$ cat src/rtl/ctrl_pkg.sv
// Shared types and encodings for the multi-cycle MIPS-subset main control FSM.
// op_supported() accepts opcode 000010 only when CTRL_JUMP_EN is defined.
package ctrl_pkg;

    typedef enum logic [3:0] {
        S_IDLE     = 4'd0,
        S_FETCH    = 4'd1,
        S_DECODE   = 4'd2,
        S_MEM_ADDR = 4'd3,
        S_MEM_RD   = 4'd4,
        S_MEM_WB   = 4'd5,
        S_MEM_WR   = 4'd6,
        S_EXEC     = 4'd7,
        S_R_WB     = 4'd8,
        S_BRANCH   = 4'd9,
        S_JUMP     = 4'd10
    } state_t;

    localparam logic [5:0] OP_RTYPE = 6'b000000;
    localparam logic [5:0] OP_LW    = 6'b100011;
    localparam logic [5:0] OP_SW    = 6'b101011;
    localparam logic [5:0] OP_BEQ   = 6'b000100;
    localparam logic [5:0] OP_J     = 6'b000010;

    localparam logic [1:0] ALUOP_ADD   = 2'b00;
    localparam logic [1:0] ALUOP_SUB   = 2'b01;
    localparam logic [1:0] ALUOP_FUNCT = 2'b10;

    localparam logic [1:0] SRCB_RT      = 2'b00;
    localparam logic [1:0] SRCB_FOUR    = 2'b01;
    localparam logic [1:0] SRCB_SEXT    = 2'b10;
    localparam logic [1:0] SRCB_SEXT_SH = 2'b11;

    localparam logic [1:0] PCSRC_ALU    = 2'b00;
    localparam logic [1:0] PCSRC_ALUOUT = 2'b01;
    localparam logic [1:0] PCSRC_JUMP   = 2'b10;

    typedef struct packed {
        logic       pc_write;
        logic       pc_write_cond;
        logic       i_or_d;
        logic       mem_read;
        logic       mem_write;
        logic       ir_write;
        logic       mem_to_reg;
        logic       reg_dst;
        logic       reg_write;
        logic       alu_src_a;
        logic [1:0] alu_src_b;
        logic [1:0] alu_op;
        logic [1:0] pc_source;
    } ctrl_word_t;

    function automatic logic op_supported(input logic [5:0] op);
        logic ok;
        ok = (op == OP_RTYPE) || (op == OP_LW) || (op == OP_SW) || (op == OP_BEQ);
`ifdef CTRL_JUMP_EN
        ok = ok || (op == OP_J);
`endif
        return ok;
    endfunction

    // States that wait on the memory handshake and feed the stall counter.
    function automatic logic is_mem_wait(input state_t s);
        return (s == S_FETCH) || (s == S_MEM_RD) || (s == S_MEM_WR);
    endfunction

endpackage

$ cat src/rtl/ctrl_output_decode.sv
// Combinational Moore decode of the control state into the datapath control word.
// The JUMP decode exists only when CTRL_JUMP_EN is defined.
module ctrl_output_decode
    import ctrl_pkg::*;
(
    input  state_t     state,
    input  logic       mem_ready,
    output ctrl_word_t ctrl
);

    always_comb begin
        ctrl = '0;
        case (state)
            S_FETCH: begin
                // PC and IR load only on the cycle the fetch actually completes.
                ctrl.mem_read  = 1'b1;
                ctrl.alu_src_a = 1'b0;
                ctrl.alu_src_b = SRCB_FOUR;
                ctrl.alu_op    = ALUOP_ADD;
                ctrl.pc_source = PCSRC_ALU;
                ctrl.pc_write  = mem_ready;
                ctrl.ir_write  = mem_ready;
            end
            S_DECODE: begin
                ctrl.alu_src_a = 1'b0;
                ctrl.alu_src_b = SRCB_SEXT_SH;
                ctrl.alu_op    = ALUOP_ADD;
            end
            S_MEM_ADDR: begin
                ctrl.alu_src_a = 1'b1;
                ctrl.alu_src_b = SRCB_SEXT;
                ctrl.alu_op    = ALUOP_ADD;
            end
            S_MEM_RD: begin
                ctrl.mem_read = 1'b1;
                ctrl.i_or_d   = 1'b1;
            end
            S_MEM_WB: begin
                ctrl.reg_write  = 1'b1;
                ctrl.mem_to_reg = 1'b1;
                ctrl.reg_dst    = 1'b0;
            end
            S_MEM_WR: begin
                ctrl.mem_write = 1'b1;
                ctrl.i_or_d    = 1'b1;
            end
            S_EXEC: begin
                ctrl.alu_src_a = 1'b1;
                ctrl.alu_src_b = SRCB_RT;
                ctrl.alu_op    = ALUOP_FUNCT;
            end
            S_R_WB: begin
                ctrl.reg_write  = 1'b1;
                ctrl.reg_dst    = 1'b1;
                ctrl.mem_to_reg = 1'b0;
            end
            S_BRANCH: begin
                ctrl.alu_src_a     = 1'b1;
                ctrl.alu_src_b     = SRCB_RT;
                ctrl.alu_op        = ALUOP_SUB;
                ctrl.pc_write_cond = 1'b1;
                ctrl.pc_source     = PCSRC_ALUOUT;
            end
`ifdef CTRL_JUMP_EN
            S_JUMP: begin
                ctrl.pc_write  = 1'b1;
                ctrl.pc_source = PCSRC_JUMP;
            end
`endif
            default: ctrl = '0;
        endcase
    end

endmodule

$ cat src/rtl/main_control_fsm.sv
// Multi-cycle MIPS-subset main control FSM with memory stall counter and optional timeout.
// Define CTRL_JUMP_EN to build the J instruction path; otherwise opcode 000010 is illegal.
module main_control_fsm
    import ctrl_pkg::*;
#(
    parameter int unsigned WAIT_LIMIT = 0,
    parameter int unsigned CNT_W      = 8
)(
    input  logic       clk,
    input  logic       rst_n,
    input  logic [5:0] opcode,
    input  logic       mem_ready,
    output logic       pc_write,
    output logic       pc_write_cond,
    output logic       i_or_d,
    output logic       mem_read,
    output logic       mem_write,
    output logic       ir_write,
    output logic       mem_to_reg,
    output logic       reg_dst,
    output logic       reg_write,
    output logic       alu_src_a,
    output logic [1:0] alu_src_b,
    output logic [1:0] alu_op,
    output logic [1:0] pc_source,
    output logic       illegal_op,
    output logic       bus_error,
    output logic [3:0] state_dbg
);

    localparam bit TIMEOUT_EN = (WAIT_LIMIT != 0);
    // Timeout fires during the WAIT_LIMIT-th stall cycle, i.e. when the count of earlier stalls is WAIT_LIMIT-1.
    localparam logic [CNT_W-1:0] LAST_STALL = TIMEOUT_EN ? CNT_W'(WAIT_LIMIT - 1) : '0;

    state_t           state;
    logic [CNT_W-1:0] stall_cnt;
    logic             stalled;
    logic             timeout;
    ctrl_word_t       ctrl;

    assign stalled    = is_mem_wait(state) && !mem_ready;
    assign timeout    = TIMEOUT_EN && stalled && (stall_cnt == LAST_STALL);
    assign illegal_op = (state == S_DECODE) && !op_supported(opcode);
    assign bus_error  = timeout;
    assign state_dbg  = state;

    always_ff @(posedge clk or negedge rst_n) begin
        if (!rst_n) begin
            state     <= S_IDLE;
            stall_cnt <= '0;
        end else if (timeout) begin
            state     <= S_IDLE;
            stall_cnt <= '0;
        end else begin
            // Saturate so an unlimited wait never wraps the counter.
            if (stalled)
                stall_cnt <= (stall_cnt == '1) ? stall_cnt : stall_cnt + 1'b1;
            else
                stall_cnt <= '0;

            case (state)
                S_IDLE:   state <= S_FETCH;
                S_FETCH:  if (mem_ready) state <= S_DECODE;
                S_DECODE: begin
                    case (opcode)
                        OP_RTYPE:     state <= S_EXEC;
                        OP_LW, OP_SW: state <= S_MEM_ADDR;
                        OP_BEQ:       state <= S_BRANCH;
`ifdef CTRL_JUMP_EN
                        OP_J:         state <= S_JUMP;
`endif
                        default:      state <= S_FETCH;
                    endcase
                end
                S_MEM_ADDR: state <= (opcode == OP_SW) ? S_MEM_WR : S_MEM_RD;
                S_MEM_RD:   if (mem_ready) state <= S_MEM_WB;
                S_MEM_WB:   state <= S_FETCH;
                S_MEM_WR:   if (mem_ready) state <= S_FETCH;
                S_EXEC:     state <= S_R_WB;
                S_R_WB:     state <= S_FETCH;
                S_BRANCH:   state <= S_FETCH;
`ifdef CTRL_JUMP_EN
                S_JUMP:     state <= S_FETCH;
`endif
                default:    state <= S_IDLE;
            endcase
        end
    end

    ctrl_output_decode u_decode (
        .state     (state),
        .mem_ready (mem_ready),
        .ctrl      (ctrl)
    );

    assign pc_write      = ctrl.pc_write;
    assign pc_write_cond = ctrl.pc_write_cond;
    assign i_or_d        = ctrl.i_or_d;
    assign mem_read      = ctrl.mem_read;
    assign mem_write     = ctrl.mem_write;
    assign ir_write      = ctrl.ir_write;
    assign mem_to_reg    = ctrl.mem_to_reg;
    assign reg_dst       = ctrl.reg_dst;
    assign reg_write     = ctrl.reg_write;
    assign alu_src_a     = ctrl.alu_src_a;
    assign alu_src_b     = ctrl.alu_src_b;
    assign alu_op        = ctrl.alu_op;
    assign pc_source     = ctrl.pc_source;

endmodule

$ cat config.mk
export PLATFORM = sky130hd
export DESIGN_NAME = main_control_fsm
export DESIGN_NICKNAME = d
export VERILOG_FILES = /design/src/rtl/ctrl_pkg.sv /design/src/rtl/ctrl_output_decode.sv /design/src/rtl/main_control_fsm.sv
export SDC_FILE = /design/constraint.sdc
export NUM_CORES = 1
export LEC_CHECK = 0
export CAP_MARGIN = 10
export CORE_AREA = 2 2 39 41
export CTS_BUF_LIST = sky130_fd_sc_hd__clkbuf_8
export DETAILED_ROUTE_END_ITERATION = 8
export DIE_AREA = 0 0 41 43
export PLACE_DENSITY = 0.76
export SYNTH_ARGS = -nofsm -noshare
export SYNTH_HDL_FRONTEND = slang
export SYNTH_SLANG_ARGS = --single-unit
$ cat constraint.sdc
create_clock -name clk -period 3.1 [get_ports clk]
set_input_delay 0.62 -clock clk [delete_from_list [all_inputs] [get_ports clk]]
set_output_delay 0.62 -clock clk [all_outputs]
set_load 0.01 [all_outputs]
==> results of run 1 <==
## cell families (layout without fill, tap and decap cells)
group	after synthesis	count (layout)	synth area share
multiplexers	1	1	0.0216
buffers and inverters	11	34	0.127
XOR/XNOR	1	1	0.0189
AND/OR/NAND/NOR	32	32	0.376
other	1	2	0.00810
AO/OA/AOI/OAI	14	14	0.232
flip-flops	4	4	0.216
## metal layers
metal / part of all wire / GRT usage / vias up
met5: 0 / 0 / -
met4: 0 / 0.0600 / 0
met3: 0.073 / 0.0157 / 0
met2: 0.49 / 0.256 / 23
met1: 0.44 / 0.175 / 242
li1: - / - / 264
## worst max-delay path: stages
cell and delay, ps:
sky130_fd_sc_hd__clkdlybuf4s50_1 450, sky130_fd_sc_hd__nor4_4 360, sky130_fd_sc_hd__a21oi_1 70, sky130_fd_sc_hd__o2111a_1 230
sky130_fd_sc_hd__clkdlybuf4s50_1 470
## worst max path at each step
| stage | startpoint | endpoint | slack, ps | cells after the start |
|---|---|---|---|---|
| 6_report | opcode[1] | illegal_op | 280 | 5 |
| 5_1_grt | opcode[1] | illegal_op | 200 | 5 |
| 4_1_cts | opcode[1] | illegal_op | 260 | 5 |
| 3_5_place_dp | opcode[1] | illegal_op | 270 | 5 |
| 3_3_place_gp | opcode[1] | illegal_op | 300 | 5 |
| 2_1_floorplan | opcode[1] | illegal_op | 1230 | 3 |
## final cells by class
| type | count | area [um2] |
|---|---|---|
| Sequential cell | 4 | 100 |
| Timing Repair Buffer | 28 | 280 |
| Fill cell | 134 | 623 |
| Inverter | 3 | 11.3 |
| Multi-Input combinational cell | 50 | 308 |
| Clock buffer | 3 | 41.3 |
| Tap cell | 16 | 20.0 |
## metrics by stage
stage | util | power [uW] | instance area, um2
finish | 0.550 | 637 | 761
global placement | 0.520 | 527 | 719
floorplan | - | 342 | 467
detailed placement | 0.520 | 533 | 719
CTS | 0.550 | 642 | 761
global route | 0.550 | 689 | 761
## power groups by stage
stage | Clock, uW | Sequential [uW] | Combinational, uW
after floorplan | 0 | 99.6 | 242
after global placement | 0 | 140 | 387
after detailed placement | 0 | 143 | 390
after CTS | 110 | 141 | 391
after global routing | 111 | 151 | 426
final | 108 | 141 | 387
## cells in the mapped netlist (all sizes together)
| master | instances | area [um2] |
|---|---|---|
| a2111oi | 1 | 15.0 |
| a21boi | 1 | 7.51 |
| a21o | 1 | 7.51 |
| a21oi | 3 | 15.0 |
| a311oi | 1 | 8.76 |
| a31oi | 1 | 6.26 |
| a41oi | 1 | 8.76 |
| and2 | 2 | 12.5 |
| and3 | 1 | 7.51 |
| buf | 6 | 40.0 |
| clkbuf | 2 | 7.51 |
| conb | 1 | 3.75 |
| dfrtp | 4 | 100 |
| inv | 3 | 11.3 |
| mux2i | 1 | 10.0 |
| nand2 | 6 | 22.5 |
| nand2b | 6 | 37.5 |
| nand3 | 1 | 5.00 |
| nor2 | 11 | 41.3 |
| nor3 | 2 | 10.0 |
| nor3b | 1 | 7.51 |
| nor4 | 1 | 21.3 |
| nor4b | 1 | 8.76 |
| o2111a | 1 | 11.3 |
| o211ai | 1 | 7.51 |
| o21ai | 2 | 10.0 |
| o32a | 1 | 10.0 |
| xnor2 | 1 | 8.76 |
==> run summary, run 1 <==
Maximum level of the CTS H-tree: 1. Summed over all cells, the static leakage comes to 0.000288 uW. The register with the most flip-flops in the layout has 4 of them. The tools report the top achievable clock speed as 0.354 GHz. The final count of pins violating max slew was 0; the max capacitance violation total was 0. After synthesis, the mean cell area works out to 7.23 um2.

After the first detailed-routing iteration, the DRC count stood at 3. The detail route stage leaves a number of antenna-violating nets equal to 0. IR analysis of the VDD net gives a maximum drop of 0.422 mV.

The layout overhead on the synthesized area was 64.3%; the minimum clock period after layout was 2820 ps. The portion of total power attributed to combinational logic was 0.608. The logs give 2 for the largest buffer count on any clock path and 64 for the synthesized instance count. Count of final setup violators: 0.

Entering global routing, the biggest net connects 18 pins. The tools report the cell at the root of the clock tree as sky130_fd_sc_hd__clkbuf_8. Sequential fraction of the synthesis area: 0.216. The fraction of power consumed by sequential logic is 0.222, and the number of clock sinks is 4. The final route contains 529 vias.

The clock share of power was 0.170; the number of distinct standard cells referenced by the synthesized netlist was 29. Top-level port count: 31. The largest fanout on the critical path works out to 4. After detailed routing, the total wire length is 1.19 mm. The floorplan step defined a die boundary enclosing 1760 um2. The proportion of layout cells with a drive suffix above 1 was 0.0682; the cell area after synthesis was 463 um2. The detailed placer's ending HPWL is 902 um.

Height of the chip: 43 um. For the row count, the log shows 14. The fraction of the cycle the final worst path needs was 0.911.

After layout, the worst setup slack is 275 ps. The worst register-to-register path ends at state_dbg[1]. The first global-routing pass estimated 1.88 mm of wire. In this run the power density over the cells is 837 nW/um2. The critical path data arrival time is 2200 ps. The worst reg2reg path depth is 3, and the total number of yosys warnings is 0.

The most frequent standard cell in the layout excluding fill and tap cells was sky130_fd_sc_hd__clkdlybuf4s50_1. Switching share of total power: 0.409. The run finished with clean final reports. The category of the most critical setup path was in2out. The global placer's final weighted congestion was 0.704. The setup TNS after final layout was 0 ps. STA classifies the critical path endpoint as an output port.

TritonCTS built the clock tree. The launch point of the worst reg-to-reg path is state_dbg[1]. The hold violation count in the final report came out at 0. Number of buffers created by CTS: 3. After clock tree synthesis, the clock-pin slew on the worst setup and hold paths is 30 ps. The total number of nets in the final design was 99.

For the area of the core region, the log shows 1380 um2. The count of TritonRoute iterations in the first routing pass was 2. The clock latency reported for the late side of the worst-skew pair came out at 210 ps. In the layout the commonest cells are sky130_fd_sc_hd__clkdlybuf4s50_1 (28), sky130_fd_sc_hd__nor2_1 (11), sky130_fd_sc_hd__nand2b_1 (6), sky130_fd_sc_hd__nand2_1 (6), sky130_fd_sc_hd__dfrtp_1 (4).

The count of inserted antenna diode cells was 0. The run gives 0.149 as the overall routing resource usage. The number of gates resized after CTS was 0.

Using the TritonRoute via totals, the vias-per-cell ratio works out to 5.09. The worst setup path is launched from an input port. The run gives 0 as the remaining routing DRC violations. The x dimension of the die was 41 um. STA puts the critical path data required time at 2480 ps.

Final hold analysis gives a worst-case slack of 610 ps. The post-synthesis register bit count was 4. The count of buffers added on input and output ports is 28.

The number of cells in the finished layout apart from fillers is 104. Dividing the detail-routed wire length by the instance count gives 11.5 um. The analysis attributes to net switching a power of 261 uW. The logs give 0.335 for the starting density of the core and 0 for the overflow left after global routing. The minimum setup slack after placement came out at 267 ps. Internal power comes to 376 uW.

The run gives 1630 ps as the setup slack on the worst flop-to-flop path. The path class of the tightest hold or removal check is in2async. After clock tree synthesis, the flow added hold-fix buffers numbering 0. Buffers added to address setup during post-CTS repair amount to 0. The total instance count after detailed placement is 101, and the initial antenna violation count is 0. Setup repair after global routing left no endpoint under its margin. For the final database, setup skew stands at 0.239 ps. The run gives 470 as the number of global-route vias before repair.
No activity file was read; power rests on OpenSTA's default activity.
==> run 2: changes to the inputs <==
--- a/config.mk
+++ b/config.mk
@@ -8,6 +8,7 @@
 export CAP_MARGIN = 10
 export CORE_AREA = 2 2 39 41
 export CTS_BUF_LIST = sky130_fd_sc_hd__clkbuf_8
+export CTS_CLUSTER_DIAMETER = 120
 export DETAILED_ROUTE_END_ITERATION = 8
 export DIE_AREA = 0 0 41 43
 export PLACE_DENSITY = 0.76
==> constraint.sdc (replaced) <==
create_clock -name clk -period 3.6 [get_ports clk]
set_input_delay 0.72 -clock clk [delete_from_list [all_inputs] [get_ports clk]]
set_output_delay 0.72 -clock clk [all_outputs]
set_load 0.01 [all_outputs]
==> run summary, run 2 (synthesis results as in run 1) <==
The run finished with clean final reports. The run gives 99 as the total number of nets in the final design. The register with the most flip-flops in the layout has 4 of them. By instance count, the cell type seen most on the critical path is sky130_fd_sc_hd__clkdlybuf4s50_1. The final count of pins violating max slew is 0, and the number of clock sinks is 4. The number of antenna-violating nets in the routed design is 0, and the height of the chip is 43 um.

The number of vias per cell came out at 5.00. The area of the core region was 1380 um2; the maximum vdd ir drop was 0.348 mV. The hold violation count in the final report is 0.

Classification of the worst-slack hold path: reg2reg. Measured along the x axis, the die boundary spans 41 um. The clock reaches the later pin of the worst-skew pair after 210 ps. The minimum clock period after layout was 3030 ps. The tools report the initial antenna violation count as 0.

Setup repair after global routing left no endpoint under its margin. TritonCTS built the clock tree. The tool flagged a number of max-cap violations equal to 0.

The routed layout has 520 vias. For this run, the slowest stage of the critical path takes 470 ps. For this run, design rule violations remaining after detail routing come to 0. The layout overhead on the synthesized area is 64.3%, and the detailed placer's ending HPWL is 889 um. The logs give 1 for the maximum level of the CTS H-tree and 3 for the number of buffers created by CTS. The fraction of the cycle the final worst path needs was 0.841; the clock slew at the register clock pins of the worst setup and hold paths was 30 ps. Most frequent standard cell in the layout excluding fill and tap cells: sky130_fd_sc_hd__clkdlybuf4s50_1. The filler cell count came out at 134. The slowest stage of the critical path is the sky130_fd_sc_hd__clkdlybuf4s50_1 cell. The tools report the cell at the root of the clock tree as sky130_fd_sc_hd__clkbuf_8. The logs give 0.149 for the overall routing resource usage and 0 for the overflow left after global routing. After routing, the total negative slack on setup checks comes to 0 ps. The run gives 18 as the maximum number of pins on one net before global-route repair.

The library cells used most frequently in the layout, excluding fill and tap cells, are sky130_fd_sc_hd__clkdlybuf4s50_1 (28), sky130_fd_sc_hd__nor2_1 (11), sky130_fd_sc_hd__nand2b_1 (6), sky130_fd_sc_hd__nand2_1 (6), sky130_fd_sc_hd__dfrtp_1 (4). The number of global-route vias before repair is 449, and the routed length per placed instance is 11.1 um. Traced cell by cell, the critical path runs through clkdlybuf4s50_1 > nor4_4 > a21oi_1 > o2111a_1 > clkdlybuf4s50_1.

Areal power density over the cells: 718 nW/um2. The analysis attributes to cell leakage a power of 0.000288 uW. The kind of end point of the critical path was an output port. The total detailed-routing wirelength came out at 1.15 mm. No sink is reached through more buffers than the 2 on the longest clock path.

Routability-driven placement finished with a final weighted congestion of 0.705. For the starting density of the core, the log shows 0.335. Data on the critical path arrives at its endpoint at 2310 ps.

The proportion of layout cells with a drive suffix above 1 is 0.0682. The number of gates resized after CTS was 0. Count of TritonRoute iterations in the first routing pass: 3. The count of input and output buffers came out at 28. The worst setup path is launched from an input port.

Power comes to 546 uW. The clock skew was 1.34 ps. The first global-routing pass estimated 1.80 mm of wire.

The detailed router finished its first iteration with 6 violations. After clock tree synthesis, the setup repair step added 0 buffers. Top-level port count: 31.

The worst setup path is of the in2out kind. The count of final setup violators was 0; the total of hold buffers inserted after clock tree synthesis was 0. The number of antenna diodes in the final layout is 0. In this run the core area contains 14 standard-cell rows. The floorplan step defined a die boundary enclosing 1760 um2.

Of all nets on the critical path, the largest fanout is 4. Derived from the worst setup path, the maximum achievable clock frequency is 0.330 GHz. Data required time at the worst endpoint: 2880 ps.
## run 2: cell counts in the layout (fill, tap and decap cells not counted)
No cell type changed its count.
## run 2: worst max-delay path, delay by kind of cell
family,cells,cell delay [ps]
simple gates,1,360
compound gates,2,300
buf+inv,2,920
## run 2: worst paths after layout
path	slack (ps)	cells after the start	endpoint	start
max	570	5	illegal_op	opcode[1]
max reg2reg	2140	3	state_dbg[1]	state_dbg[1]
max in group asynchronous	2740	1	state_dbg[3]	rst_n
min	690	1	state_dbg[2]	state_dbg[3]
min in group asynchronous	700	1	state_dbg[0]	rst_n
min reg2reg	690	1	state_dbg[2]	state_dbg[3]
## run 2: metal layers
layer  vias to the layer above  part of all wire  GRT usage
met4                         0                 0     0.0800
met1                       234              0.44      0.173
met3                         0             0.075     0.0314
met2                        23              0.49      0.241
li1                        263                 -          -
met5                         -                 0          0
## run 2: stage by stage
stage	hold slack (ps)	cells	util	setup WS [ps]	instance area, um2
floorplan	424	65	-	1530	467
global placement	677	101	0.520	600	719
detailed placement	688	101	0.520	563	719
CTS	692	104	0.550	556	761
global route	717	104	0.550	503	761
finish	689	104	0.550	573	761
## run 2: final cells by class
type | count | area, um2 | share of cell area
Clock buffer | 3 | 41.3 | 0.0543
Inverter | 3 | 11.3 | 0.0148
Multi-Input combinational cell | 50 | 308 | 0.405
Sequential cell | 4 | 100 | 0.132
Tap cell | 16 | 20.0 | 0.0263
Timing Repair Buffer | 28 | 280 | 0.368
## run 2: where the power goes
| group | switching [uW] | internal [uW] |
|---|---|---|
| clock | 21.5 | 71.1 |
| sequential | 60.9 | 60.6 |
| combinational | 140 | 192 |
| total | 222 | 324 |
